`src/rtl/lane_vinsn_queue_pkg.sv`:
```
// ==========================================================================
// lane_vinsn_queue_pkg : shared lane request/response types and FSM states
// Revision 1.0
// ==========================================================================
`default_nettype none

package lane_vinsn_queue_pkg;

  localparam int unsigned NrVInsn          = 8;
  localparam int unsigned VLenWidth        = 16;
  localparam int unsigned LaneElemCntWidth = 8;

  typedef logic [VLenWidth-1:0]       vlen_t;
  typedef logic [$clog2(NrVInsn)-1:0] vid_t;

  typedef enum logic [2:0] {
    VFU_None,
    VFU_Alu,
    VFU_MFpu,
    VFU_LoadUnit,
    VFU_StoreUnit,
    VFU_SlideUnit,
    VFU_MaskUnit
  } vfu_e;

  typedef struct packed {
    vid_t               id;
    vfu_e               vfu;
    logic [7:0]         op;
    vlen_t              vl;
    vlen_t              vstart;
    logic [NrVInsn-1:0] hazard_vs1;
    logic [NrVInsn-1:0] hazard_vs2;
    logic [NrVInsn-1:0] hazard_vd;
    logic [NrVInsn-1:0] hazard_vm;
    logic [NrVInsn-1:0] vinsn_running;
  } pe_req_t;

  typedef struct packed {
    logic [NrVInsn-1:0] vinsn_done;
  } pe_resp_t;

  typedef logic [2:0] lane_fsm_e;
  localparam lane_fsm_e IDLE     = 3'd0;
  localparam lane_fsm_e WAIT_HAZ = 3'd1;
  localparam lane_fsm_e ISSUE    = 3'd2;
  localparam lane_fsm_e EXEC     = 3'd3;
  localparam lane_fsm_e DONE     = 3'd4;

  function automatic logic is_lane_vfu(input vfu_e vfu);
    return (vfu == VFU_Alu) || (vfu == VFU_MFpu);
  endfunction

endpackage

`default_nettype wire

```
`src/rtl/lane_vinsn_queue_fifo.sv`:
```
// ==========================================================================
// fifo_v3 : generic synchronous FIFO, first-word-fall-through read port
// Revision 1.0
// ==========================================================================
`default_nettype none

module fifo_v3 #(
  parameter int unsigned DEPTH = 4,
  parameter type         DTYPE = logic
) (
  input  logic clk,
  input  logic rst,
  input  logic i_push,
  input  logic i_pop,
  input  DTYPE i_data,
  output DTYPE o_data,
  output logic o_full,
  output logic o_empty
);

  localparam int unsigned PTR_W = (DEPTH > 1) ? $clog2(DEPTH) : 1;
  localparam int unsigned CNT_W = $clog2(DEPTH + 1);

  DTYPE             r_mem [DEPTH];
  logic [PTR_W-1:0] r_rd_ptr;
  logic [PTR_W-1:0] r_wr_ptr;
  logic [CNT_W-1:0] r_count;
  logic             w_push;
  logic             w_pop;

  function automatic logic [PTR_W-1:0] next_ptr(input logic [PTR_W-1:0] ptr);
    return (ptr == PTR_W'(DEPTH - 1)) ? '0 : ptr + 1'b1;
  endfunction

  assign o_full  = (r_count == CNT_W'(DEPTH));
  assign o_empty = (r_count == '0);
  assign w_push  = i_push & ~o_full;
  assign w_pop   = i_pop & ~o_empty;
  assign o_data  = r_mem[r_rd_ptr];

  always_ff @(posedge clk) begin
    if (rst) begin
      r_rd_ptr <= '0;
      r_wr_ptr <= '0;
      r_count  <= '0;
    end else begin
      if (w_push) r_wr_ptr <= next_ptr(r_wr_ptr);
      if (w_pop)  r_rd_ptr <= next_ptr(r_rd_ptr);
      if (w_push && !w_pop)      r_count <= r_count + 1'b1;
      else if (w_pop && !w_push) r_count <= r_count - 1'b1;
    end
  end

  // Storage carries no reset; only the pointers define what is valid.
  always_ff @(posedge clk) begin
    if (w_push) r_mem[r_wr_ptr] <= i_data;
  end

endmodule

`default_nettype wire

```
`src/rtl/lane_vinsn_queue.sv`:
```
// ==========================================================================
// lane_vinsn_queue : per-lane in-order instruction queue, hazard gate, done pulse
// Rev 1.0 -- optional stall counter under LANE_VINSN_QUEUE_STALL_CNT_EN
// ==========================================================================
`default_nettype none

module lane_vinsn_queue
  import lane_vinsn_queue_pkg::*;
#(
  parameter int unsigned NrLanes    = 1,
  parameter int unsigned QueueDepth = 4,
  localparam int unsigned LaneIdW   = (NrLanes > 1) ? $clog2(NrLanes) : 1
) (
  input  logic                        clk_i,
  input  logic                        rst_i,
  input  logic [LaneIdW-1:0]          lane_id_i,
  input  pe_req_t                     pe_req_i,
  input  logic                        pe_req_valid_i,
  output logic                        pe_req_ready_o,
  output pe_resp_t                    pe_resp_o,
  output logic                        issue_valid_o,
  input  logic                        issue_ready_i,
  output pe_req_t                     issue_req_o,
  input  logic                        elem_valid_i,
  input  logic [LaneElemCntWidth-1:0] elem_cnt_i,
  output logic [31:0]                 stall_cnt_o
);

  pe_req_t            w_head;
  logic               w_full;
  logic               w_empty;
  logic               w_push;
  logic               w_pop;
  lane_fsm_e          r_state;
  lane_fsm_e          w_state_nxt;
  vlen_t              r_elem_ctr;
  pe_resp_t           r_resp;
  logic [VLenWidth:0] w_vl_sum;
  vlen_t              w_lane_vl;
  logic [VLenWidth:0] w_elem_sum;
  logic               w_last;
  logic [NrVInsn-1:0] w_live;
  logic               w_blocked;
  logic [NrVInsn-1:0] w_done_onehot;

  // Non-lane VFUs are still acknowledged; they simply never enter the queue.
  assign pe_req_ready_o = ~w_full;
  assign w_push         = pe_req_valid_i & ~w_full & is_lane_vfu(pe_req_i.vfu);
  assign w_pop          = (r_state == DONE);

  fifo_v3 #(
    .DEPTH (QueueDepth),
    .DTYPE (pe_req_t)
  ) u_queue (
    .clk     (clk_i),
    .rst     (rst_i),
    .i_push  (w_push),
    .i_pop   (w_pop),
    .i_data  (pe_req_i),
    .o_data  (w_head),
    .o_full  (w_full),
    .o_empty (w_empty)
  );

  // Lanes with a lower index take the remainder elements.
  assign w_vl_sum  = {1'b0, w_head.vl} + (VLenWidth+1)'(NrLanes - 1) - (VLenWidth+1)'(lane_id_i);
  assign w_lane_vl = vlen_t'(w_vl_sum / (VLenWidth+1)'(NrLanes));

  assign w_elem_sum = {1'b0, r_elem_ctr} + (VLenWidth+1)'(elem_cnt_i);
  assign w_last     = elem_valid_i && (w_elem_sum >= {1'b0, w_lane_vl});

  // The done term hides the running vector's one-cycle lag behind our own pulse.
  assign w_live    = pe_req_i.vinsn_running & ~pe_resp_o.vinsn_done;
  assign w_blocked = |((w_head.hazard_vs1 | w_head.hazard_vs2 |
                        w_head.hazard_vd  | w_head.hazard_vm) & w_live);

  assign w_done_onehot = {{(NrVInsn-1){1'b0}}, 1'b1} << w_head.id;

  always_comb begin
    w_state_nxt = r_state;
    case (r_state)
      IDLE:     if (!w_empty)      w_state_nxt = WAIT_HAZ;
      WAIT_HAZ: if (!w_blocked)    w_state_nxt = (w_lane_vl == '0) ? DONE : ISSUE;
      ISSUE:    if (issue_ready_i) w_state_nxt = EXEC;
      EXEC:     if (w_last)        w_state_nxt = DONE;
      DONE:                        w_state_nxt = IDLE;
      default:                     w_state_nxt = IDLE;
    endcase
  end

  always_ff @(posedge clk_i) begin
    if (rst_i) begin
      r_state    <= IDLE;
      r_elem_ctr <= '0;
      r_resp     <= '0;
    end else begin
      r_state           <= w_state_nxt;
      r_resp.vinsn_done <= (w_state_nxt == DONE) ? w_done_onehot : '0;
      if (r_state == DONE)
        r_elem_ctr <= '0;
      else if (r_state == EXEC && elem_valid_i)
        r_elem_ctr <= vlen_t'(w_elem_sum);
    end
  end

  assign pe_resp_o     = r_resp;
  assign issue_valid_o = (r_state == ISSUE);
  assign issue_req_o   = w_head;

`ifdef LANE_VINSN_QUEUE_STALL_CNT_EN
  logic [31:0] r_stall_cnt;

  always_ff @(posedge clk_i) begin
    if (rst_i)
      r_stall_cnt <= '0;
    else if (r_state == WAIT_HAZ && w_blocked && r_stall_cnt != '1)
      r_stall_cnt <= r_stall_cnt + 32'd1;
  end

  assign stall_cnt_o = r_stall_cnt;
`else
  assign stall_cnt_o = '0;
`endif

endmodule

`default_nettype wire

```
`config.mk`:
```
export PLATFORM = sky130hd
export DESIGN_NAME = lane_vinsn_queue
export DESIGN_NICKNAME = d
export VERILOG_FILES = /design/src/rtl/lane_vinsn_queue_pkg.sv /design/src/rtl/lane_vinsn_queue_fifo.sv /design/src/rtl/lane_vinsn_queue.sv
export SDC_FILE = /design/constraint.sdc
export NUM_CORES = 1
export LEC_CHECK = 0
export BUFFER_PORTS_ARGS = -buffer_cell sky130_fd_sc_hd__buf_4
export CAP_MARGIN = 25
export CELL_PAD_IN_SITES_DETAIL_PLACEMENT = 1
export CELL_PAD_IN_SITES_GLOBAL_PLACEMENT = 1
export CORE_MARGIN = 1
export CORE_UTILIZATION = 44
export CTS_BUF_LIST = sky130_fd_sc_hd__clkbuf_16
export DETAILED_ROUTE_END_ITERATION = 7
export PLACE_DENSITY = 0.73
export SLEW_MARGIN = 20
export SYNTH_ARGS = -nofsm -noshare
export SYNTH_HDL_FRONTEND = slang
export SYNTH_SLANG_ARGS = --single-unit
```
`constraint.sdc`:
```
create_clock -name clk_i -period 4.82 [get_ports clk_i]
set_input_delay 1.205 -clock clk_i [delete_from_list [all_inputs] [get_ports clk_i]]
set_output_delay 1.205 -clock clk_i [all_outputs]
set_load 0.02 [all_outputs]
```
**Yosys cells after proc, flatten, opt, wreduce, memory -nomap -nowiden**

Memory sizes are Yosys's and may differ from the RTL's. A register that Yosys moved wholly into a read port is not among the register bits.
Cells that the tools add are included.

- Bits in registers: 34
- Bits in writable memories: 344
- Input bits: 100
- Output and inout bits: 128
- Logic and storage cells: 66
- Memories: 1

Memory list:

| memory | words | width | rd ports | clocked after Yosys merged registers in | write ports | line | source |
|---|---|---|---|---|---|---|---|
| u_queue.r_mem | 4 | 86 | 1 | 1 | 1 | lane_vinsn_queue_fifo.sv:24 | `DTYPE r_mem [DEPTH];` |

- Add/subtract/negate cells: 6
- Magnitude comparators: 1
- Equality and inequality tests: 10
- Shifts and indexed selects: 1
- Multiplexer cells: 14
- Bitwise gates (word level): 13
- Reduce and logical (&&, ||, !) cells: 14

Operators with widths:

| cell | number |
|---|---|
| bitwise OR 8 bit | 3 |
| two-way mux 3 bit | 7 |
| adder 16 x 8 -> 17 bit | 1 |
| >= comparator 17 x 16 -> 1 bit | 1 |
| bitwise AND 8 bit | 2 |
| zero test 16 bit | 1 |
| subtractor 16 x 1 -> 16 bit | 1 |
| case mux 3 bit (4 select lines) | 1 |
| equality test 3 x 2 -> 1 bit (second input constant) | 3 |
| equality test 3 bit (second input constant) | 3 |
| two-way mux 2 bit | 4 |
| inverter 8 bit | 1 |
| OR reduction 8 bit | 1 |
| left shift 1 x 3 -> 8 bit (first input constant) | 1 |
| equality test 3 x 1 -> 1 bit (second input constant) | 2 |
| zero test 3 bit | 2 |
| adder 2 x 1 -> 2 bit (second input constant) | 2 |
| bitwise AND 1 bit | 4 |
| equality test 2 bit (second input constant) | 2 |
| logical AND 1 bit | 4 |
| OR reduction 2 bit | 2 |
| adder 3 x 1 -> 3 bit (second input constant) | 1 |
| inverter 1 bit | 3 |
| subtractor 3 x 1 -> 3 bit (second input constant) | 1 |
| 4 further kinds | 6 |

**Depth between registers and ports, before layout**

- Word-level depth: 10
- Gate-level depth with buffers: 21
- Mapped depth without buffers: 17

**Cells and area by module**

A second synthesis with hierarchy kept.

- Cells, all modules: 849
- Area, all modules: 15663.8 um^2

Modules (own cells, without submodules):

| module | times used | cells each | area each (um^2) | sequential area each (um^2) |
|---|---|---|---|---|
| fifo_v3 | 1 | 500 | 12913.6 | 10510.1 |
| lane_vinsn_queue | 1 | 349 | 2750.1 | 540.5 |

**Least setup slack after synthesis**

OpenSTA, ideal clock, no wires.

- Path type: register to register
- Start: register with a tool-made name
- End: register r_state[1]
- Setup time: 74 ps
- Arrival time: 5307 ps
- Data required time: 4746 ps
- Path slack: -562 ps
- Stages on the path, launching flop included: 22
- Buffers on the path: 4
- Clock period less this slack: 5382 ps
- Path through: dfxtp_1 buf_6 buf_12 buf_2 buf_1 mux4_2 inv_1 ha_1 ha_1 nand2_1 a2111oi_0 o21bai_1 or4_1 and2_1 ha_1 a21oi_1 o21ai_0 a41oi_1 a211oi_1 a311o_1 a311o_1 o21ai_0

RTL lines:

| item | line | source |
|---|---|---|
| to (signal assigned) | lane_vinsn_queue.sv:97 | `r_state <= w_state_nxt;` |
| to (decl) | lane_vinsn_queue.sv:34 | `lane_fsm_e r_state;` |

==> reports/qor.csv <==
stage,metric,value,unit
final_layout,Post-Layout Cell Count,1565,
grt,gr usage total,19.3,%
timing,Worst Clk Skew,0.0178,ns
synth,"Avg Cell Area, Syn",18.5,µm²
final_layout,Fillers,3233,
setup_path,reg2reg setup slack,0.35,ns
floorplanning,Starting Density,45.0,%
timing,worst hold margin,0.466,ns
routing,post-route ant nets,0,
synth,synth cell count leaders,"344 x edfxtp_1, 73 x mux4_2, 36 x dfxtp_1",
run,maxcap violations,0,
synth,Post-Synthesis Cell Area,0.0156,mm²
floorplanning,I/O Pins,228,
final_layout,share of cells above drive strength 1,33.3,%
min_path,worst hold stages,2,
synth,sequential element share of the synthesized area,70.7,%
grt,largest net degree at the start of global routing,46,
setup_path,FF-to-FF End,r_state[1],
placement,Placer Congestion,0.822,
grt,number of global-route vias before repair,8884,
grt,total gr overflow,0,
min_path,worst min-delay path class,flip-flop to flip-flop,
min_path,Hold EP,r_elem_ctr[5],
timing,Final Hold Vio Count,0,
setup_path,Worst path most repeated cell,ha_1,
routing,DRC viols,0,
final_layout,Layout area overhead,20.9,%
placement,hpwl dp,23000,µm
power_and_ir_drop,Worst IR Drop VDD,0.338,mV
setup_path,Critical Path AT,4.94,ns
clocking,clock tree buffer depth,3,
clocking,CTS tree,built,
setup_path,critical path cell sequence,mux4_2 > inv_1 > ha_1 > ha_1 > nand2b_1 > a2111oi_4 > o21bai_1 > or4_1 > and2_1 > ha_1 > a21oi_1 > o21ai_2 > a41oi_1 > a211oi_2 > a311o_1 > a311o_1 > o21ai_0,
clocking,TritonCTS sink count,380,
routing,1st-iter DRT viols,354,
setup_path,crit start category,flip-flop,
setup_path,maximum fanout along the worst path,7,
setup_path,worst r2r path cells,17,
synth,async set-reset flop share out of synthesis,0,%
setup_path,Worst path max stage delay,0.53,ns
grt,initial antenna violation count,0,
setup_path,critical path's top delay family,compound AO/OA/AOI/OAI gates,
synth,"Distinct cells, synth",61,
synth,"EDFF count, synth",344,
routing,total number of vias,8288,
floorplanning,die area,0.0363,mm²
placement,Placed Cells,1492,
clocking,Clock transition at path regs,0.06,ns
clocking,Root Driver,clkbuf_16,
clocking,depth of the CTS H-tree,2,
timing,Slew @ Worst Pin,0.967,ns
placement,placed inst area,0.0176,mm²
final_layout,n_diodes,0,
synth,dominant cells by area after synthesis,"edfxtp_1 66%, mux4_2 11%, dfxtp_1 4.6%",
synth,Synth Flop Type,edfxtp_1,
setup_path,CP required,5.29,ns
synth,YS warnings,0,
clocking,CTS buffer count,40,
setup_path,worst path buffer plus inverter count,1,
floorplanning,core area,0.0347,mm²
floorplanning,die height,190,µm
clocking,postcts setup bufs,0,
timing,Rel. slew slack,35.3,%
synth,Syn Inst Count,845,
placement,PortBufs,195,
synth,Synth area leader,edfxtp_1,
grt,first-pass GRT wire length,52200,µm
synth,Yosys reg bits,380,
final_layout,final core utilization,54.4,%
timing,final worst path period need,4.47,ns
synth,share of the synthesized area in the top cell type,66.1,%
timing,final-report setup violation count,0,
clocking,# hold bufs at CTS,0,
power_and_ir_drop,Power Density,362,mW/mm²
timing,fin crit share,92.8,%
clocking,post-cts resize count,0,
timing,Final Slew Violations,0,
timing,fmax,224,MHz
timing,RSZ-0062 raised after global routing,false,
routing,Via density,5.30,
final_layout,post-route cell area,0.0189,mm²
routing,drt wl/cell,21.9,µm
setup_path,CP max-delay cell,mux4_2,
floorplanning,row count,68,
synth,"count leader, synth",edfxtp_1,
floorplanning,die width,190,µm
clocking,clock latency on the worst-skew pair,0.55,ns
routing,drt first pass iters,4,
power_and_ir_drop,Lkg Pwr,0.00656,µW
final_layout,Post-layout nets,1213,
run_status,status,"complete, no violations",
routing,drt total wl,34300,µm
setup_path,Crit. End Element,flip-flop,
setup_path,crit path kind,flip-flop to flip-flop,
min_path,worst hold start,r_elem_ctr[5],
==> flip-flops by register name, summed over array words and instances (netlist names), named ones only <==
name              flops
pe_resp_o             8
r_state               3
r_elem_ctr           16
u_queue.r_mem       344
u_queue.r_count       3
u_queue.r_rd_ptr      2
u_queue.r_wr_ptr      2
==> layout make-up <==
cell class	count	area [µm²]	area share, %
inverter	19	71.3	0.377
timing repair buffer	221	1720	9.11
multi-input combinational	417	4260	22.5
clock inverter	33	214	1.13
clock buffer	40	1000	5.30
tap	455	569	3.01
sequential	380	11100	58.5
==> cell families (layout without fill, tap and decap cells) <==
logic type	count (synthesis)	count (layout)	share of synthesized area (%)
flip-flops	380	380	70.7
AND/OR/NAND/NOR	148	148	5.10
multiplexers	95	95	13.2
buffers and inverters	79	313	3.14
AO/OA/AOI/OAI	78	78	3.32
adder cells (fa/ha/maj)	34	34	2.82
XOR/XNOR	30	30	1.68
other	1	32	0.0240
==> power breakdown <==
part	switching, µW	internal [µW]	total, µW
sequential	14.7	3640	3650
combinational	205	147	352
clock	1220	1620	2840
==> layout by cell type, fill, tap and decap left out, types with 9 or more instances in the layout <==
cell / n
a21oi_1: 25
xor2_1: 16
nand2_1: 31
edfxtp_1: 344
mux4_1: 12
clkbuf_16: 40
buf_4: 216
nor4_1: 13
conb_1: 32
mux4_2: 73
nor2_1: 35
nand3_1: 10
a211oi_1: 9
ha_1: 32
xnor2_1: 14
inv_1: 31
dfxtp_1: 34
o21ai_0: 9
==> metrics by stage <==
step	setup slack, ns	setup TNS, ns	total power, µW
2_1_floorplan	0.0382	0	3910
3_5_place_dp	-0.198	-1.24	4080
3_3_place_gp	0.0125	0	4060
4_1_cts	0.131	0	6930
6_report	0.349	0	6840
5_1_grt	0.0266	0	7060
==> layer usage <==
layer / share of wire (%) / routed length, µm / track usage (%)
met1: 41 / 14100 / 24.2
met2: 50 / 17100 / 31.9
met3: 7.0 / 2400 / 6.44
met4: 2.0 / 686 / 5.35
met5: 0 / 0 / 0
==> worst max path at each step <==
stage                        startpoint           end  cells past startpoint
after floorplan               flip-flop    r_state[1]                     21
after global placement    elem_cnt_i[1]  pe_resp_o[5]                     19
after detailed placement  elem_cnt_i[1]  pe_resp_o[0]                     19
after CTS                     flip-flop  pe_resp_o[5]                     18
after global routing          flip-flop    r_state[1]                     17
final                         flip-flop    r_state[1]                     17
==> worst register-to-register path, cell delays in order, from the launching register on <==
cell       delay (ns)
dfxtp_4          0.41
mux4_2           0.53
inv_1            0.15
ha_1             0.19
ha_1             0.22
nand2b_1         0.12
a2111oi_4        0.26
o21bai_1         0.14
or4_1            0.52
and2_1           0.19
ha_1             0.31
a21oi_1          0.19
o21ai_2          0.09
a41oi_1          0.20
a211oi_2         0.07
a311o_1          0.38
a311o_1          0.36
o21ai_0          0.08
No activity file was read; power rests on OpenSTA's default activity.
